## config.mk

```make
export PLATFORM = sky130hd
export DESIGN_NAME = wb_interconnect
export DESIGN_NICKNAME = d
export VERILOG_FILES = /design/src/rtl/wb_interconnect_pkg.sv /design/src/rtl/wb_addr_decode.sv /design/src/rtl/wb_interconnect.sv
export SDC_FILE = /design/constraint.sdc
export NUM_CORES = 1
export LEC_CHECK = 0
export ABC_AREA = 1
export BUFFER_PORTS_ARGS = -buffer_cell sky130_fd_sc_hd__buf_2
export CAP_MARGIN = 20
export CORE_AREA = 2 2 107 109
export CTS_CLUSTER_DIAMETER = 80
export DETAILED_ROUTE_END_ITERATION = 7
export DIE_AREA = 0 0 109 111
export PLACE_DENSITY = 0.74
export SYNTH_ARGS = -nofsm -noshare
export SYNTH_HDL_FRONTEND = slang
export SYNTH_SLANG_ARGS = --single-unit
```

## constraint.sdc

```tcl
create_clock -name clock -period 4.5 [get_ports clock]
set_input_delay 0.225 -clock clock [delete_from_list [all_inputs] [get_ports clock]]
set_output_delay 0.225 -clock clock [all_outputs]
set_load 0.03 [all_outputs]
```

## src/rtl/wb_interconnect_pkg.sv

```systemverilog
// Shared definitions for the Wishbone interconnect: FSM state encoding,
// default error data word and the watchdog width helper.
package wb_interconnect_pkg;

    typedef enum logic [1:0] {
        ST_IDLE   = 2'd0,
        ST_ACTIVE = 2'd1,
        ST_ERR    = 2'd2
    } wb_state_t;

    localparam logic [31:0] DEFAULT_ERR_DATA = 32'hDEAD_BEEF;

    // Counter width able to hold 0..timeout, never narrower than one bit.
    function automatic int wdog_width(input int timeout);
        int w;
        w = $clog2(timeout + 1);
        if (w < 1) begin
            w = 1;
        end
        return w;
    endfunction

endpackage

```

## src/rtl/wb_addr_decode.sv

```systemverilog
// Combinational priority address decoder: reports whether any window matches
// and the index of the lowest-numbered matching slave.
module wb_addr_decode #(
    parameter int N_SLAVES   = 2,
    parameter int ADDR_WIDTH = 32,
    parameter int IDX_WIDTH  = (N_SLAVES > 1) ? $clog2(N_SLAVES) : 1,
    parameter logic [N_SLAVES*ADDR_WIDTH-1:0] SLAVE_BASE = '0,
    parameter logic [N_SLAVES*ADDR_WIDTH-1:0] SLAVE_MASK = '0
) (
    input  logic [ADDR_WIDTH-1:0] adr,
    output logic                  hit,
    output logic [IDX_WIDTH-1:0]  idx
);

    logic [N_SLAVES-1:0] hits;

    genvar gi;
    generate
        for (gi = 0; gi < N_SLAVES; gi++) begin : g_hit
            assign hits[gi] = (adr & SLAVE_MASK[gi*ADDR_WIDTH +: ADDR_WIDTH])
                              == SLAVE_BASE[gi*ADDR_WIDTH +: ADDR_WIDTH];
        end
    endgenerate

    // Scan from the top down so the lowest matching index is the one kept.
    always_comb begin
        hit = |hits;
        idx = '0;
        for (int k = N_SLAVES - 1; k >= 0; k--) begin
            if (hits[k]) begin
                idx = k[IDX_WIDTH-1:0];
            end
        end
    end

endmodule

```

## src/rtl/wb_interconnect.sv

```systemverilog
// Single-master, N-slave Wishbone classic interconnect with registered decode,
// per-transfer watchdog and bus-error termination of unmapped or hung accesses.
module wb_interconnect
    import wb_interconnect_pkg::*;
#(
    parameter int N_SLAVES       = 2,
    parameter int ADDR_WIDTH     = 32,
    parameter int DATA_WIDTH     = 32,
    parameter logic [N_SLAVES*ADDR_WIDTH-1:0] SLAVE_BASE = {32'h1000_0000, 32'h0000_0000},
    parameter logic [N_SLAVES*ADDR_WIDTH-1:0] SLAVE_MASK = {32'hFFFF_F000, 32'hFFFF_0000},
    parameter int TIMEOUT_CYCLES = 255,
    parameter logic [DATA_WIDTH-1:0] ERR_DATA = DATA_WIDTH'(DEFAULT_ERR_DATA)
) (
    input  logic                           clock,
    input  logic                           reset,
    input  logic [ADDR_WIDTH-1:0]          m_adr,
    input  logic [DATA_WIDTH-1:0]          m_datwr,
    output logic [DATA_WIDTH-1:0]          m_datrd,
    input  logic                           m_we,
    input  logic [DATA_WIDTH/8-1:0]        m_sel,
    input  logic                           m_stb,
    input  logic                           m_cyc,
    output logic                           m_ack,
    output logic                           m_err,
    output logic [ADDR_WIDTH-1:0]          s_adr,
    output logic [DATA_WIDTH-1:0]          s_datwr,
    output logic                           s_we,
    output logic [DATA_WIDTH/8-1:0]        s_sel,
    output logic [N_SLAVES-1:0]            s_cyc,
    output logic [N_SLAVES-1:0]            s_stb,
    input  logic [N_SLAVES*DATA_WIDTH-1:0] s_datrd,
    input  logic [N_SLAVES-1:0]            s_ack,
    output logic [ADDR_WIDTH-1:0]          err_adr,
    output logic                           err_timeout
);

    localparam int IDX_WIDTH  = (N_SLAVES > 1) ? $clog2(N_SLAVES) : 1;
    localparam int WDOG_WIDTH = wdog_width(TIMEOUT_CYCLES);
    localparam logic [WDOG_WIDTH-1:0] WDOG_LAST = WDOG_WIDTH'(TIMEOUT_CYCLES - 1);

    wb_state_t               state_reg, state_next;
    logic [IDX_WIDTH-1:0]    sel_reg;
    logic [WDOG_WIDTH-1:0]   wdog_reg;
    logic [ADDR_WIDTH-1:0]   err_adr_reg;
    logic                    err_timeout_reg;

    logic                    dec_hit;
    logic [IDX_WIDTH-1:0]    dec_idx;
    logic                    sel_ack;
    logic                    timeout_hit;
    logic                    req;
    logic [DATA_WIDTH-1:0]   slave_rd [N_SLAVES];

    wb_addr_decode #(
        .N_SLAVES   (N_SLAVES),
        .ADDR_WIDTH (ADDR_WIDTH),
        .IDX_WIDTH  (IDX_WIDTH),
        .SLAVE_BASE (SLAVE_BASE),
        .SLAVE_MASK (SLAVE_MASK)
    ) u_decode (
        .adr (m_adr),
        .hit (dec_hit),
        .idx (dec_idx)
    );

    genvar gi;
    generate
        for (gi = 0; gi < N_SLAVES; gi++) begin : g_rd
            assign slave_rd[gi] = s_datrd[gi*DATA_WIDTH +: DATA_WIDTH];
        end
    endgenerate

    assign s_adr       = m_adr;
    assign s_datwr     = m_datwr;
    assign s_we        = m_we;
    assign s_sel       = m_sel;
    assign err_adr     = err_adr_reg;
    assign err_timeout = err_timeout_reg;
    assign req         = m_cyc & m_stb;
    assign timeout_hit = (TIMEOUT_CYCLES != 0) && (wdog_reg == WDOG_LAST);

    always_comb begin
        state_next = state_reg;
        s_cyc      = '0;
        s_stb      = '0;
        m_ack      = 1'b0;
        m_err      = 1'b0;
        m_datrd    = '0;
        sel_ack    = s_ack[sel_reg];
        case (state_reg)
            ST_IDLE: begin
                if (req) begin
                    state_next = dec_hit ? ST_ACTIVE : ST_ERR;
                end
            end
            ST_ACTIVE: begin
                s_cyc[sel_reg] = m_cyc;
                s_stb[sel_reg] = m_stb;
                // An abort outranks a late ack; an ack outranks the watchdog.
                if (!m_cyc) begin
                    state_next = ST_IDLE;
                end else if (sel_ack) begin
                    m_ack      = 1'b1;
                    m_datrd    = slave_rd[sel_reg];
                    state_next = ST_IDLE;
                end else if (timeout_hit) begin
                    state_next = ST_ERR;
                end
            end
            ST_ERR: begin
                m_err      = 1'b1;
                m_datrd    = ERR_DATA;
                state_next = ST_IDLE;
            end
            default: begin
                state_next = ST_IDLE;
            end
        endcase
    end

    always_ff @(posedge clock or negedge reset) begin
        if (!reset) begin
            state_reg       <= ST_IDLE;
            sel_reg         <= '0;
            wdog_reg        <= '0;
            err_adr_reg     <= '0;
            err_timeout_reg <= 1'b0;
        end else begin
            state_reg <= state_next;
            if (state_reg == ST_IDLE && req) begin
                if (dec_hit) begin
                    sel_reg <= dec_idx;
                end else begin
                    err_adr_reg     <= m_adr;
                    err_timeout_reg <= 1'b0;
                end
            end
            if (state_reg == ST_ACTIVE && state_next == ST_ERR) begin
                err_adr_reg     <= m_adr;
                err_timeout_reg <= 1'b1;
            end
            if (state_reg == ST_ACTIVE && state_next == ST_ACTIVE) begin
                wdog_reg <= wdog_reg + 1'b1;
            end else begin
                wdog_reg <= '0;
            end
        end
    end

endmodule
```

# [Word-level counts from Yosys, hierarchy flattened]
# Index checks and enable logic that the tools add are counted.
# W data, S select, Z words.
[totals] elab_cells=61 in_bits=139 reg_bits=44
[classes] mux=31 magnitude_cmp=3 n_reduce_logical=10 n_addsub=1 n_eq_ne=7 bitwise=4
[op_table] cell="$mux W32" count=8
[op_table] cell="$pmux W32 S2" count=1
[op_table] cell="$logic_not A32 Y1" count=1
[op_table] cell="$eq A20 B17 Y1 const B" count=1
[op_table] cell="$mux W2" count=7
[op_table] cell="$mux W1" count=12
[op_table] cell="$add A8 B1 Y8 const B" count=1
[op_table] cell="$eq A8 B8 Y1 const B" count=1
[op_table] cell="$mux W8" count=1
[op_table] cell="$and A2 B2 Y2" count=2
[op_table] cell="$eq A2 B1 Y1 const B" count=2
[op_table] cell="$eq A2 B2 Y1 const B" count=2
[op_table] cell="$logic_and A1 B1 Y1" count=4
[op_table] cell="$pmux W2 S2" count=1
[op_table] cell="$reduce_and A2 Y1" count=2
[op_table] cell="$ge A2 B2 Y1 const B" count=1
[op_table] cell="$logic_not A2 Y1" count=1
[op_table] cell="$lt A1 B2 Y1 const B" count=1
[op_table] cell="$ne A2 B1 Y1 const B" count=1
[op_table] cell="$not A1 Y2" count=1
[op_table] cell="$reduce_bool A2 Y1" count=1
[op_table] cell="$reduce_or A2 Y1" count=1
[op_table] cell="$and A1 B1 Y1" count=1
[op_table] cell="$demux W1 S1" count=1
[op_table] cell="$ge A1 B1 Y1 const B" count=1

# [Depth between registers and ports, before layout]
[logic_depth] word_depth=9 ltp_mapped=12

# [Cells and area by module]
# From an unflattened synthesis, not the netlist that was laid out.
[unflattened] cells_unflattened=403 hier_area_um2=3134.3
[by_module_without_submodules] module="wb_interconnect" n_inst=1 cells_each=377 area_each_um2=3032.9
[by_module_without_submodules] module="wb_addr_decode" n_inst=1 cells_each=26 area_each_um2=101.3

# [Worst setup path after synthesis]
# OpenSTA, ideal clock, no wires.
[synth_timing] kind="register to output" startpoint="register state_reg[1]" endpoint="output m_datrd[11]" arrival_ns=2.571 path_buffers=1 slack_ns=1.704 t_required_ns=4.275 stages_incl_launch_ff=8 cell_sequence="dfrtp_1 -> inv_1 -> ha_1 -> nand2_1 -> a21oi_1 -> nand2_1 -> clkbuf_1 -> o21ai_0"
[synth_between] elab_chain_cells=2
[synth_lines] element="from (decl)" line_no="wb_interconnect.sv:41" text="wb_state_t state_reg, state_next;"
[synth_lines] element="from (signal assigned)" line_no="wb_interconnect.sv:129" text="state_reg <= state_next;"
[synth_lines] element="$eq A2 B2 Y1 or $eq A2 B1 Y1 (tied branches)" line_no="wb_interconnect.sv:90" text="case (state_reg)"
[synth_lines] element="$pmux W32 S2 *" line_no="wb_interconnect.sv:90"
[synth_lines] element="to (decl)" line_no="wb_interconnect.sv:18" text="output logic [DATA_WIDTH-1:0] m_datrd,"
# Mark *: on every way between the ends. The rest lies on a longest branch, timed or not.

# [Final worst setup path]
[layout_timing] startpoint="register sel_reg" endpoint="output m_datrd[0]"
[layout_between] elab_chain_cells=7
[layout_lines] element="from (decl)" line_no="wb_interconnect.sv:42" text="logic [IDX_WIDTH-1:0] sel_reg;"
[layout_lines] element="from (signal assigned)" line_no="wb_interconnect.sv:132" text="sel_reg <= dec_idx;"
[layout_lines] element="$not A1 Y2 (not written as such)" line_no="wb_interconnect.sv:104" text="m_datrd = slave_rd[sel_reg];"
[layout_lines] element="$mux W32 (not written as such) (3 in series)" line_no="wb_interconnect.sv:104"
[layout_lines] element="$mux W32 *" line_no="wb_interconnect.sv:102" text="end else if (sel_ack) begin"
[layout_lines] element="$mux W32 *" line_no="wb_interconnect.sv:100" text="if (!m_cyc) begin"
[layout_lines] element="$pmux W32 S2 *" line_no="wb_interconnect.sv:90"
# Mark *: on every way between the ends. The rest lies on a longest branch, timed or not. The select of a mux whose other input is x is not followed.

==> out/results.txt <==
The run finished with clean final reports. Cells with a size suffix above 1 make up 45.3% of the layout. Global routing used 17.1% of the available tracks. At the pin with the least slew margin, the transition time is 0.894 ns. The total number of H-tree levels was 2; the initial antenna violation count was 1.

For the final max-slew violation count, the log shows 0. The family with the most delay on the worst path is flip-flops. The full die area is 12100 um^2, and the delay contributed by the slowest stage of the critical path is 0.94 ns. The number of synthesized register bits was 44; the remaining antenna violation count was 0.

For the count of cells resized by post-cts repair, the log shows 0. The largest individual stage delay along the critical path comes from the cell dfrtp_2. Buffers added to address setup during post-CTS repair amount to 0. The share of synthesized registers carrying an async set or reset works out to 100%. After detailed routing, the average wire length per cell comes to 15.5 um.

Power spread over the standard cell area amounts to 316 nW/um^2. The worst pin sits at a relative slew slack of 40.4%. By area the synthesized netlist is led by dfrtp_1 (34%), buf_4 (16%), nand2_1 (11%), mux2i_1 (7.5%), nand3_1 (5.8%). Counting I/O delays and the setup requirement, the final critical path takes 3.10 ns. The average instance in the mapped netlist occupies 7.88 um^2. Pin placement for this block handled 279 I/O pins. TritonCTS built the clock tree. For the core area, the log shows 11100 um^2.

The number of global-route vias before repair was 2905; the flip-flop count of the largest register, all copies and words added was 32. The post-synthesis cell count is 407, and the final net count is 677. The clock skew after layout was 0.00918 ns; the clock latency on the worst-skew pair was 0.29 ns. The number of clock sinks was 44; the critical path data required time was 4.28 ns. The placed instances occupy a cell area of 3790 um^2.

Clock tree synthesis selected as its root buffer the cell clkbuf_16. Before antenna repair, the detailed router went through 4 iterations. During synthesis, Yosys emitted a total of 0 warnings. The longest clock path from root to sink contains 2 buffers. Cells fill 36.0% of the core in the end. Setup repair after global routing left no endpoint under its margin. Count of different cell masters after synthesis: 30.

The area added between synthesis and finish was 24.4%; the die boundary height was 111 um. Yosys mapped a number of flops with a built-in enable equal to 0. The path class of the lowest-slack min-delay path was primary input to flop. The final critical path takes up 68.9% of the cycle. The number of nets in the synthesized netlist is 551. The final layout contains routed wiring with a total length of 10500 um. Setup violations remaining at the end of the flow were counted as 0. The share of Yosys cell area claimed by the top area cell type was 34.3%. STA classifies the critical path endpoint as an output port. The sequential share of the synthesized area was 34.3%.

For the number of endpoints with negative hold slack in the final report, the log shows 0. After legalization and detailed placement, the total HPWL measured 8590 um. Detailed routing inserted a total of 3103 vias. Dividing the detail-routed via count by the number of cells gives 4.58. The die is 109 um wide. The synthesized netlist occupies a cell area of 3210 um^2.

The worst setup path is launched from a flop. Across all hold checks on the routed design, the worst slack comes to 0.144 ns. For the data arrival time of the critical path, the log shows 2.87 ns.

The buffer and inverter count on the worst path came out at 1. Buffers placed on the I/O ports in this run total 204. The post-route worst setup slack came out at 1.40 ns.

At the end of routability-driven placement, the weighted congestion stood at 0.818. Of all nets on the critical path, the largest fanout is 36. The clock-pin slew reported for the worst setup and hold paths after clock tree synthesis was 0.07 ns. The dominant synthesized flop cell was dfrtp_1.

The finished cells cover 3990 um^2. At the placement stage, the worst setup path has a slack of 1.74 ns. Summed over all failing endpoints, the final setup total negative slack is 0 ns. Entering global routing, the biggest net connects 45 pins.

In this run the static leakage power is 2.44 nW. Effective utilization at floorplan: 29.0%. Walking the worst path, the cells encountered are nand2_2 > a21oi_1 > nand2_1 > o21ai_0 > buf_2. The tools report the number of max-capacitance violations reported as 0. Across the VDD grid, the largest voltage drop is 189 uV.

nand2_1 is the most common cell in the netlist. The logs give 0 for the DRC violations left and 15600 um for the first-pass GRT wire length. After the first detailed-routing iteration, the DRC count stood at 193.

Timing would allow up to 323 MHz. The type of the setup path with the least slack was flop to output port. The commonest cells after synthesis are nand2_1 (95), buf_4 (69), dfrtp_1 (44). For the total CTS buffers, the log shows 5. The global route total overflow came out at 0. The tools report the row count as 39.

The cell taking the most area after synthesis is dfrtp_1.
[final timing paths]
| path | start | endpoint | slack [ns] | cells after the start |
|---|---|---|---|---|
| worst max-delay path | sel_reg | m_datrd[0] | 1.40 | 5 |
| worst min-delay path | m_adr[7] | err_adr[7] | 0.14 | 3 |
| worst max register to register | sel_reg | err_adr[15] | 1.85 | 10 |
| worst min register to register | err_timeout | err_timeout | 0.48 | 2 |
| max in group asynchronous | reset | err_adr[0] | 3.62 | 3 |
| min in group asynchronous | reset | err_timeout | 0.40 | 2 |
[tightest hold or removal path, stage by stage]
cell,delay (ns)
buf_2,0.09
nand2_2,0.04
nand2_1,0.04
[area by class of cell]
cell class / instances / area, um^2
Sequential cell: 44 / 1100
Clock buffer: 5 / 125
Timing Repair Buffer: 207 / 1060
Antenna cell: 1 / 2.50
Tap cell: 143 / 179
Inverter: 15 / 58.8
Multi-Input combinational cell: 260 / 1420
Clock inverter: 3 / 42.5
Fill cell: 1174 / 7090
[cells by family (layout without fill, tap and decap cells)]
| kind of cell | count (synthesis) | in the layout | synth area share [%] |
|---|---|---|---|
| xor+xnor | 3 | 3 | 0.819 |
| other cells | 0 | 1 | 0 |
| simple gates | 190 | 190 | 27.1 |
| compound gates | 38 | 38 | 6.94 |
| mux | 24 | 24 | 7.49 |
| fa+ha+maj | 5 | 5 | 1.95 |
| flops | 44 | 44 | 34.3 |
| buf+inv | 103 | 230 | 21.4 |
[layout by cell type, fill, tap and decap left out]
master / instances
buf_2: 204
clkinv_2: 1
dfrtp_2: 1
nand2_2: 16
nand3_2: 3
dlygate4sd3_1: 1
mux2i_1: 24
nand3_1: 37
inv_1: 14
nor3_1: 5
inv_4: 1
clkbuf_16: 5
buf_4: 1
a21oi_4: 1
nand4_2: 1
xor2_1: 2
dfrtp_1: 43
nand2_1: 95
nor2_4: 1
clkinvlp_4: 1
bufinv_16: 1
xnor2_1: 1
diode_2: 1
nand3b_4: 1
and3_1: 1
o21ai_0: 24
nor2_1: 28
a21oi_1: 11
buf_12: 1
o22ai_2: 1
nand2_4: 1
o21bai_4: 1
ha_1: 5
nand4_1: 1
[report_power, final]
group / leakage, nW / switching, W / total [W] / internal [W]
clock: 0.0798 / 0.000153 / 0.000413 / 0.000261
combinational: 1.80 / 0.000259 / 0.000379 / 0.000120
sequential: 0.558 / 0.0000253 / 0.000469 / 0.000443
[metal layers]
metal	up-vias	global-route usage, %	wire [um]	share of wire, %
met5	-	0	0	0
met4	0	4.62	194	1.8
met3	12	3.88	809	7.7
met2	165	31.1	5410	51
met1	1429	19.6	4090	39
li1	1497	-	-	-
[metrics by stage]
stage	total power, W	std cells
floorplan	0.000785	407
global placement	0.000851	667
detailed placement	0.000857	667
CTS	0.00127	675
global route	0.00133	678
finish	0.00126	678
[timing repair]
| action | in CTS | in global routing |
|---|---|---|
| endpoints found under the hold margin | 0 | 14 |
| endpoints found under the setup margin | 0 | 0 |
| hold buffers | 0 | 1 |
(Power assumes the default switching activity.)
